===== config.mk =====
export PLATFORM = sky130hd
export DESIGN_NAME = seq_restoring_divider4
export DESIGN_NICKNAME = d
export VERILOG_FILES = /design/src/rtl/seq_restoring_divider4.sv
export SDC_FILE = /design/constraint.sdc
export NUM_CORES = 1
export LEC_CHECK = 0
export ABC_CLOCK_PERIOD_IN_PS = 4970
export BUFFER_PORTS_ARGS = -buffer_cell sky130_fd_sc_hd__buf_2
export CAP_MARGIN = 40
export CORE_MARGIN = 5
export CORE_UTILIZATION = 59
export CTS_BUF_LIST = sky130_fd_sc_hd__clkbuf_16
export CTS_CLUSTER_DIAMETER = 80
export DETAILED_ROUTE_END_ITERATION = 12
export PLACE_DENSITY = 0.85
export SLEW_MARGIN = 20
export SYNTH_ARGS = -nofsm -noshare
export SYNTH_HDL_FRONTEND = slang
export SYNTH_SLANG_ARGS = --single-unit

===== constraint.sdc =====
create_clock -name clk -period 4.97 [get_ports clk]
set_clock_uncertainty 0.2 [all_clocks]
set_input_delay 0.2485 -clock clk [delete_from_list [all_inputs] [get_ports clk]]
set_output_delay 0.2485 -clock clk [all_outputs]
set_load 0.02 [all_outputs]

===== src/rtl/seq_restoring_divider4.sv =====
// Multi-cycle unsigned restoring divider with a start/done handshake.
// Produces one quotient bit per clock; a zero divisor finishes after one cycle.
module seq_restoring_divider4 #(
  parameter int WIDTH = 4,
  parameter int ITER  = WIDTH
) (
  input  logic             clk,
  input  logic             rst,
  input  logic             start,
  input  logic [WIDTH-1:0] A,
  input  logic [WIDTH-1:0] B,
  output logic             busy,
  output logic             done,
  output logic [WIDTH-1:0] Q,
  output logic [WIDTH-1:0] R,
  output logic             div_by_zero
);

  localparam int CW = $clog2(ITER + 1);

  typedef enum logic [1:0] {
    S_IDLE = 2'd0,
    S_CALC = 2'd1,
    S_FIN  = 2'd2
  } state_t;

  // Trial subtraction as a (WIDTH+1)-bit add of the inverted divisor plus one;
  // the top bit of the result is set exactly when the subtraction borrows.
  function automatic logic [WIDTH:0] trial_sub(input logic [WIDTH:0]   minuend,
                                               input logic [WIDTH-1:0] subtrahend);
    trial_sub = minuend + {1'b1, ~subtrahend} + {{WIDTH{1'b0}}, 1'b1};
  endfunction

  state_t           state_q, state_d;
  logic [WIDTH-1:0] qsr_q, qsr_d;
  logic [WIDTH-1:0] rem_q, rem_d;
  logic [WIDTH-1:0] div_q, div_d;
  logic [CW-1:0]    cnt_q, cnt_d;
  logic             busy_q, busy_d;
  logic             done_q, done_d;
  logic [WIDTH-1:0] quo_q, quo_d;
  logic [WIDTH-1:0] res_q, res_d;
  logic             dbz_q, dbz_d;

  logic [WIDTH:0]   rem_sh_s;
  logic [WIDTH:0]   trial_s;
  logic [WIDTH-1:0] rem_nx_s;
  logic [WIDTH-1:0] qsr_nx_s;

  // State and datapath registers with synchronous reset.
  always_ff @(posedge clk) begin
    if (rst) begin
      state_q <= S_IDLE;
      qsr_q   <= {WIDTH{1'b0}};
      rem_q   <= {WIDTH{1'b0}};
      div_q   <= {WIDTH{1'b0}};
      cnt_q   <= {CW{1'b0}};
      busy_q  <= 1'b0;
      done_q  <= 1'b0;
      quo_q   <= {WIDTH{1'b0}};
      res_q   <= {WIDTH{1'b0}};
      dbz_q   <= 1'b0;
    end else begin
      state_q <= state_d;
      qsr_q   <= qsr_d;
      rem_q   <= rem_d;
      div_q   <= div_d;
      cnt_q   <= cnt_d;
      busy_q  <= busy_d;
      done_q  <= done_d;
      quo_q   <= quo_d;
      res_q   <= res_d;
      dbz_q   <= dbz_d;
    end
  end

  // Next-state logic: accept, iterate, publish.
  always_comb begin
    state_d  = state_q;
    qsr_d    = qsr_q;
    rem_d    = rem_q;
    div_d    = div_q;
    cnt_d    = cnt_q;
    busy_d   = busy_q;
    done_d   = done_q;
    quo_d    = quo_q;
    res_d    = res_q;
    dbz_d    = dbz_q;

    // Remainder stays below the divisor, so it fits WIDTH bits before the shift.
    rem_sh_s = {rem_q, qsr_q[WIDTH-1]};
    trial_s  = trial_sub(rem_sh_s, div_q);
    if (trial_s[WIDTH] == 1'b0) begin
      rem_nx_s = trial_s[WIDTH-1:0];
      qsr_nx_s = {qsr_q[WIDTH-2:0], 1'b1};
    end else begin
      rem_nx_s = rem_sh_s[WIDTH-1:0];
      qsr_nx_s = {qsr_q[WIDTH-2:0], 1'b0};
    end

    case (state_q)
      S_IDLE, S_FIN: begin
        done_d = 1'b0;
        if (start) begin
          qsr_d   = A;
          div_d   = B;
          rem_d   = {WIDTH{1'b0}};
          cnt_d   = {CW{1'b0}};
          busy_d  = 1'b1;
          dbz_d   = 1'b0;
          state_d = S_CALC;
        end else begin
          state_d = S_IDLE;
        end
      end
      S_CALC: begin
        if (div_q == {WIDTH{1'b0}}) begin
          quo_d   = {WIDTH{1'b1}};
          res_d   = qsr_q;
          dbz_d   = 1'b1;
          done_d  = 1'b1;
          busy_d  = 1'b0;
          state_d = S_FIN;
        end else begin
          qsr_d = qsr_nx_s;
          rem_d = rem_nx_s;
          cnt_d = cnt_q + {{(CW-1){1'b0}}, 1'b1};
          if (cnt_q == CW'(ITER - 1)) begin
            quo_d   = qsr_nx_s;
            res_d   = rem_nx_s;
            done_d  = 1'b1;
            busy_d  = 1'b0;
            state_d = S_FIN;
          end else begin
            state_d = S_CALC;
          end
        end
      end
      default: begin
        busy_d  = 1'b0;
        done_d  = 1'b0;
        state_d = S_IDLE;
      end
    endcase
  end

  assign busy        = busy_q;
  assign done        = done_q;
  assign Q           = quo_q;
  assign R           = res_q;
  assign div_by_zero = dbz_q;

endmodule

[After elaboration in Yosys (flattened, before gate mapping)]
Index checks and enable logic that the tools add are counted.
Word-level totals
  word-level logic and storage cells: 61
  output and inout bits: 11
  bits in writable memories: 0
  bits in registers: 28
  bits of input ports: 11
  bits in latches: 0
  ROM bits: 0
  memories: 0
Operators by class
  bitwise operators: 2
  order comparisons: 0
  muxes and demuxes: 28
  reductions and logical operators: 11
  add/subtract/negate cells: 3
  div/mod/pow operators: 0
  $mul: 0
  shift operators: 0
  eq/ne operators: 7
Operator list (number)
  4-bit 2-to-1 mux: 9
  4-bit one-hot mux with 2 select lines: 2
  1-bit 2-to-1 mux: 9
  3-bit 2-to-1 mux: 2
  2-bit inequality test (second input constant): 3
  3-bit one-hot mux with 2 select lines: 1
  2-bit AND reduction: 3
  3-bit AND reduction: 2
  5-bit by 1-bit adder with 5-bit output (second input constant): 1
  5-bit adder: 1
  4-bit logical NOT: 1
  2-bit 2-to-1 mux: 2
  4-bit NOT: 1
  1-bit one-hot mux with 2 select lines: 2
  2-bit one-hot mux with 2 select lines: 1
  2-bit nonzero test: 2
  2-bit OR reduction: 2
  3-bit by 1-bit adder with 3-bit output (second input constant): 1
  3-bit by 2-bit == test with 1-bit output (second input constant): 1
  3-bit inequality test (second input constant): 1
  2-bit by 1-bit == test with 1-bit output (second input constant): 1
  2-bit == test (second input constant): 1
  2-bit logical NOT: 1
  1-bit NOT: 1

[Logic depth before layout (Yosys ltp)]
  word-level depth: 6
  mapped depth: 8

[Least setup slack after synthesis]
Ideal clock, no wire load.
  path type: register to register
  start point: reg qsr_q[3]
  end point: reg rem_q[0]
  required time: 4.695 ns
  slack: 2.586 ns
  period minus slack after synthesis: 2.384 ns
  stages on the path, launching flop included: 9
  setup time: 0.075 ns
  data arrival time: 2.109 ns
  cells stage by stage: dfxtp_1 -> inv_1 -> ha_1 -> fa_1 -> nand2b_1 -> a21oi_2 -> xor2_4 -> mux2_2 -> o22ai_1
Between the ends
  word-level cells in the longest chain between the ends: 5
RTL lines
  from (decl): line 35  | logic [WIDTH-1:0] qsr_q, qsr_d;
  from (signal assigned): line 54  | qsr_q <= {WIDTH{1'b0}};
  from (signal assigned): line 65  | qsr_q <= qsr_d;
  5-bit adder: line 31  | trial_sub = minuend + {1'b1, ~subtrahend} + {{WIDTH{1'b0}}, 1'b1};
  5-bit by 1-bit adder with 5-bit output: line 31
  4-bit 2-to-1 mux (*): line 93  | if (trial_s[WIDTH] == 1'b0) begin
  4-bit 2-to-1 mux (*): line 117  | if (div_q == {WIDTH{1'b0}}) begin
  4-bit one-hot mux with 2 select lines (*): line 101  | case (state_q)
  to (signal assigned): line 55  | rem_q <= {WIDTH{1'b0}};
  to (signal assigned): line 66  | rem_q <= rem_d;
  to (decl): line 36  | logic [WIDTH-1:0] rem_q, rem_d;
Mark *: on every way between the ends. The rest lies on a longest branch, timed or not. The select of a mux whose other input is x is not followed.
A chain may end at the register's enable or synchronous reset.

[Final worst setup path]
Same ends and word-level chain as after synthesis.

==> metrics.cfg <==
[grt]
grt_max_degree = 30
use_met2_pct = 33.06
top_usage_layer = met2
use_met1_pct = 22.24
gr-usage-met3_pct = 5.345
grt-ovfl-total = 0
grt.total_usage_pct = 18.92
grt_pass1_vias = 1183
grt_pass1_wl_mm = 5.064
antenna_found_initial = 0

[cells_and_area]
final_util_pct = 71.44
multi_input_area_sq_um = 744.5
final_nets = 196
areaGrowthSynthToFinish_pct = 15.03
regArea_sq_um = 560.5
antenna_cells = 0
drive_gt1_share_pct = 19.21
n_fill_cell = 177

[timing]
tns_ps = 0
tightest_slew_ps = 810.1
finalCritPeriodShare_pct = 52.04
rsz0062_at_grt = no
finalSetupViolCount = 0
fmax_ghz = 0.3867
min_period_ps = 2586
relSlewSlack_pct = 45.59
slew_violations = 0
final-hold-violation-count = 0

[synthesis]
ys_types = 36
yosys.area.top_type = dfxtp_1
synth.most_common_cell = dfxtp_1
yosysTopAreaCellShare_pct = 40.80
syn-cell-area_sq_mm = 0.001374
synthTopCellsByArea = dfxtp_1 41%, nor2_1 6.6%, nand2_1 5.7%
synth-seq-area-share_pct = 40.80
syn_inst = 160
synth_top_flop_cell = dfxtp_1
synthesis.nets = 178
synth_edf_count = 0
yosys_warnings = 0
netlist_top_cells_count = 28 x dfxtp_1, 24 x nor2_1, 21 x nand2_1
async_flop_share_pct = 0
avgSynthCellArea_sq_um = 8.586
synth-seq-cells = 28

[place]
place_congestion = 0.8079
dp_hpwl_mm = 2.074
port_buffers = 21

[worst_setup_path]
reg2reg_slack_ps = 2380
startpoint_type = flip-flop
arrival_ps = 2570
rr_worst_depth = 8
critPathKind = reg2reg
endpoint_kind = flip-flop
rr_endpoint = rem_q[0]$_SDFFE_PP0P_
reg2reg_from = qsr_q[3]$_SDFFE_PP0P_
crit_fanout = 9
required_ps = 4960

[clock_tree]
htreeDepth = 1
cts-resized-gates = 0
root_buffer = clkbuf_16
cts-hold-fix-buffers = 0
clk_path_buf_depth = 2
path_clk_slew_ps = 70
cts_sinks = 28
cts_buffers = 3
cts_setup_buffers = 0
clk_latency_ps = 260
cts_tree = done

[power_and_ir_drop]
ir_drop_mv = 0.3271
power.leakage_nw = 0.6559
combinationalPowerShare_pct = 19.2
swShare_pct = 26.38
switchingPower_mw = 0.1597
p_per_area_mw_per_mm2 = 383.2
internal_power_mw = 0.4458
power_frac_seq_pct = 41.5
clock_power_share_pct = 39.3

[run]
maxCapViolCount = 0

[route]
vias = 1169
wl_per_cell_um = 14.02
ant_nets = 0
drt_iter0_drc = 31
drt-vias-per-instance = 5.702
firstDrtPassIters = 4
routed_wl_mm = 2.874
drc = 0

[floorplan]
fp.dieW_um = 58.26
core_area_sq_mm = 0.002212
ios = 22
die_h_um = 58.26
start_util_pct = 62.10
num_rows = 17
fp.dieArea_sq_mm = 0.003394

[hold_path]
hp-class = in2reg
whs_path_depth = 3
hold_start = B[2]
whs_endpoint = div_q[2]$_SDFFE_PP0N_

[run_status]
status = completed

metrics by stage:
step	hold WS, ps	worst slack, ps	std cells	instance area [sq um]	total power [mW]
floorplan	184.5	2586	160	1374	0.3463
global placement	258.7	2510	201	1475	0.3669
detailed placement	276.1	2396	201	1475	0.3713
CTS	19.88	2376	205	1580	0.6083
global route	21.09	2215	205	1580	0.6327
finish	21.31	2384	205	1580	0.6056
power by group through the flow:
stage               combinational, mW  clock [mW]  sequential, mW
finish                          0.116       0.238           0.251
global route                    0.128       0.251           0.253
CTS                             0.116       0.241           0.251
detailed placement              0.115           0           0.256
global placement                0.111           0           0.256
floorplan                      0.0831           0           0.263
worst max-delay path by stage:
stage / startpoint / end / depth (start not counted)
detailed placement: qsr_q[3]$_SDFFE_PP0P_ / rem_q[0]$_SDFFE_PP0P_ / 8
floorplan: qsr_q[3]$_SDFFE_PP0P_ / rem_q[0]$_SDFFE_PP0P_ / 8
global route: qsr_q[3]$_SDFFE_PP0P_ / rem_q[1]$_SDFFE_PP0P_ / 8
global placement: qsr_q[3]$_SDFFE_PP0P_ / rem_q[0]$_SDFFE_PP0P_ / 8
finish: qsr_q[3]$_SDFFE_PP0P_ / rem_q[0]$_SDFFE_PP0P_ / 8
CTS: qsr_q[3]$_SDFFE_PP0P_ / rem_q[1]$_SDFFE_PP0P_ / 8
critical path, cell delays in order (launching register included):
cell	delay (ps)
dfxtp_1	340
inv_1	80
ha_1	220
fa_1	390
nand2b_1	180
a21oi_2	240
xor2_4	320
mux2_2	370
o22ai_1	160
sequential cells by signal, summed over array words and instances (netlist names):
signal and flops:
div_by_zero 1, done 1, qsr_q 4, rem_q 4
cnt_q 3, R 4, div_q 4, busy 1
Q 4, state_q 2
routing by layer:
metal / vias to the layer above / part of all wire [%] / wire, um
met1: 552 / 43 / 1243
met5: - / 0 / 0
met3: 2 / 5.3 / 151
met2: 30 / 51 / 1465
li1: 585 / - / -
met4: 0 / 0.45 / 13
kinds of logic after synthesis:
| kind of cell | count (synthesis) | share of synthesized area [%] |
|---|---|---|
| AO/OA/AOI/OAI | 34 | 16.12 |
| XOR/XNOR | 3 | 3.279 |
| adder cells (fa/ha/maj) | 7 | 6.922 |
| buffers and inverters | 16 | 5.008 |
| flip-flops | 28 | 40.80 |
| multiplexers | 6 | 4.918 |
| AND/OR/NAND/NOR | 66 | 22.95 |
final cells by class:
type,instances,area share (%)
clock inverter,1,1.900
multi-input combinational,116,47.11
inverter,8,1.900
clock buffer,3,4.751
sequential,28,35.47
timing repair buffer,21,6.651
tap,28,2.217
cells in the final DEF (no fill, tap or decap), types with 2 or more instances in the layout:
cell type	synthesis	routed
nor3_1	4	4
or3_1	3	3
buf_2	1	21
dfxtp_1	28	28
nand2_1	21	21
nand3_1	2	2
nand2b_1	5	5
o22ai_1	4	4
mux2i_1	3	3
mux2_2	2	2
a21oi_1	12	12
inv_1	8	8
nor2_1	24	24
nor2b_1	2	2
o21ai_0	4	4
clkbuf_16	0	3
a211oi_1	2	2
a311oi_1	6	6
ha_1	6	6
nor2_2	2	2
Power figures use the tool's default switching activity.
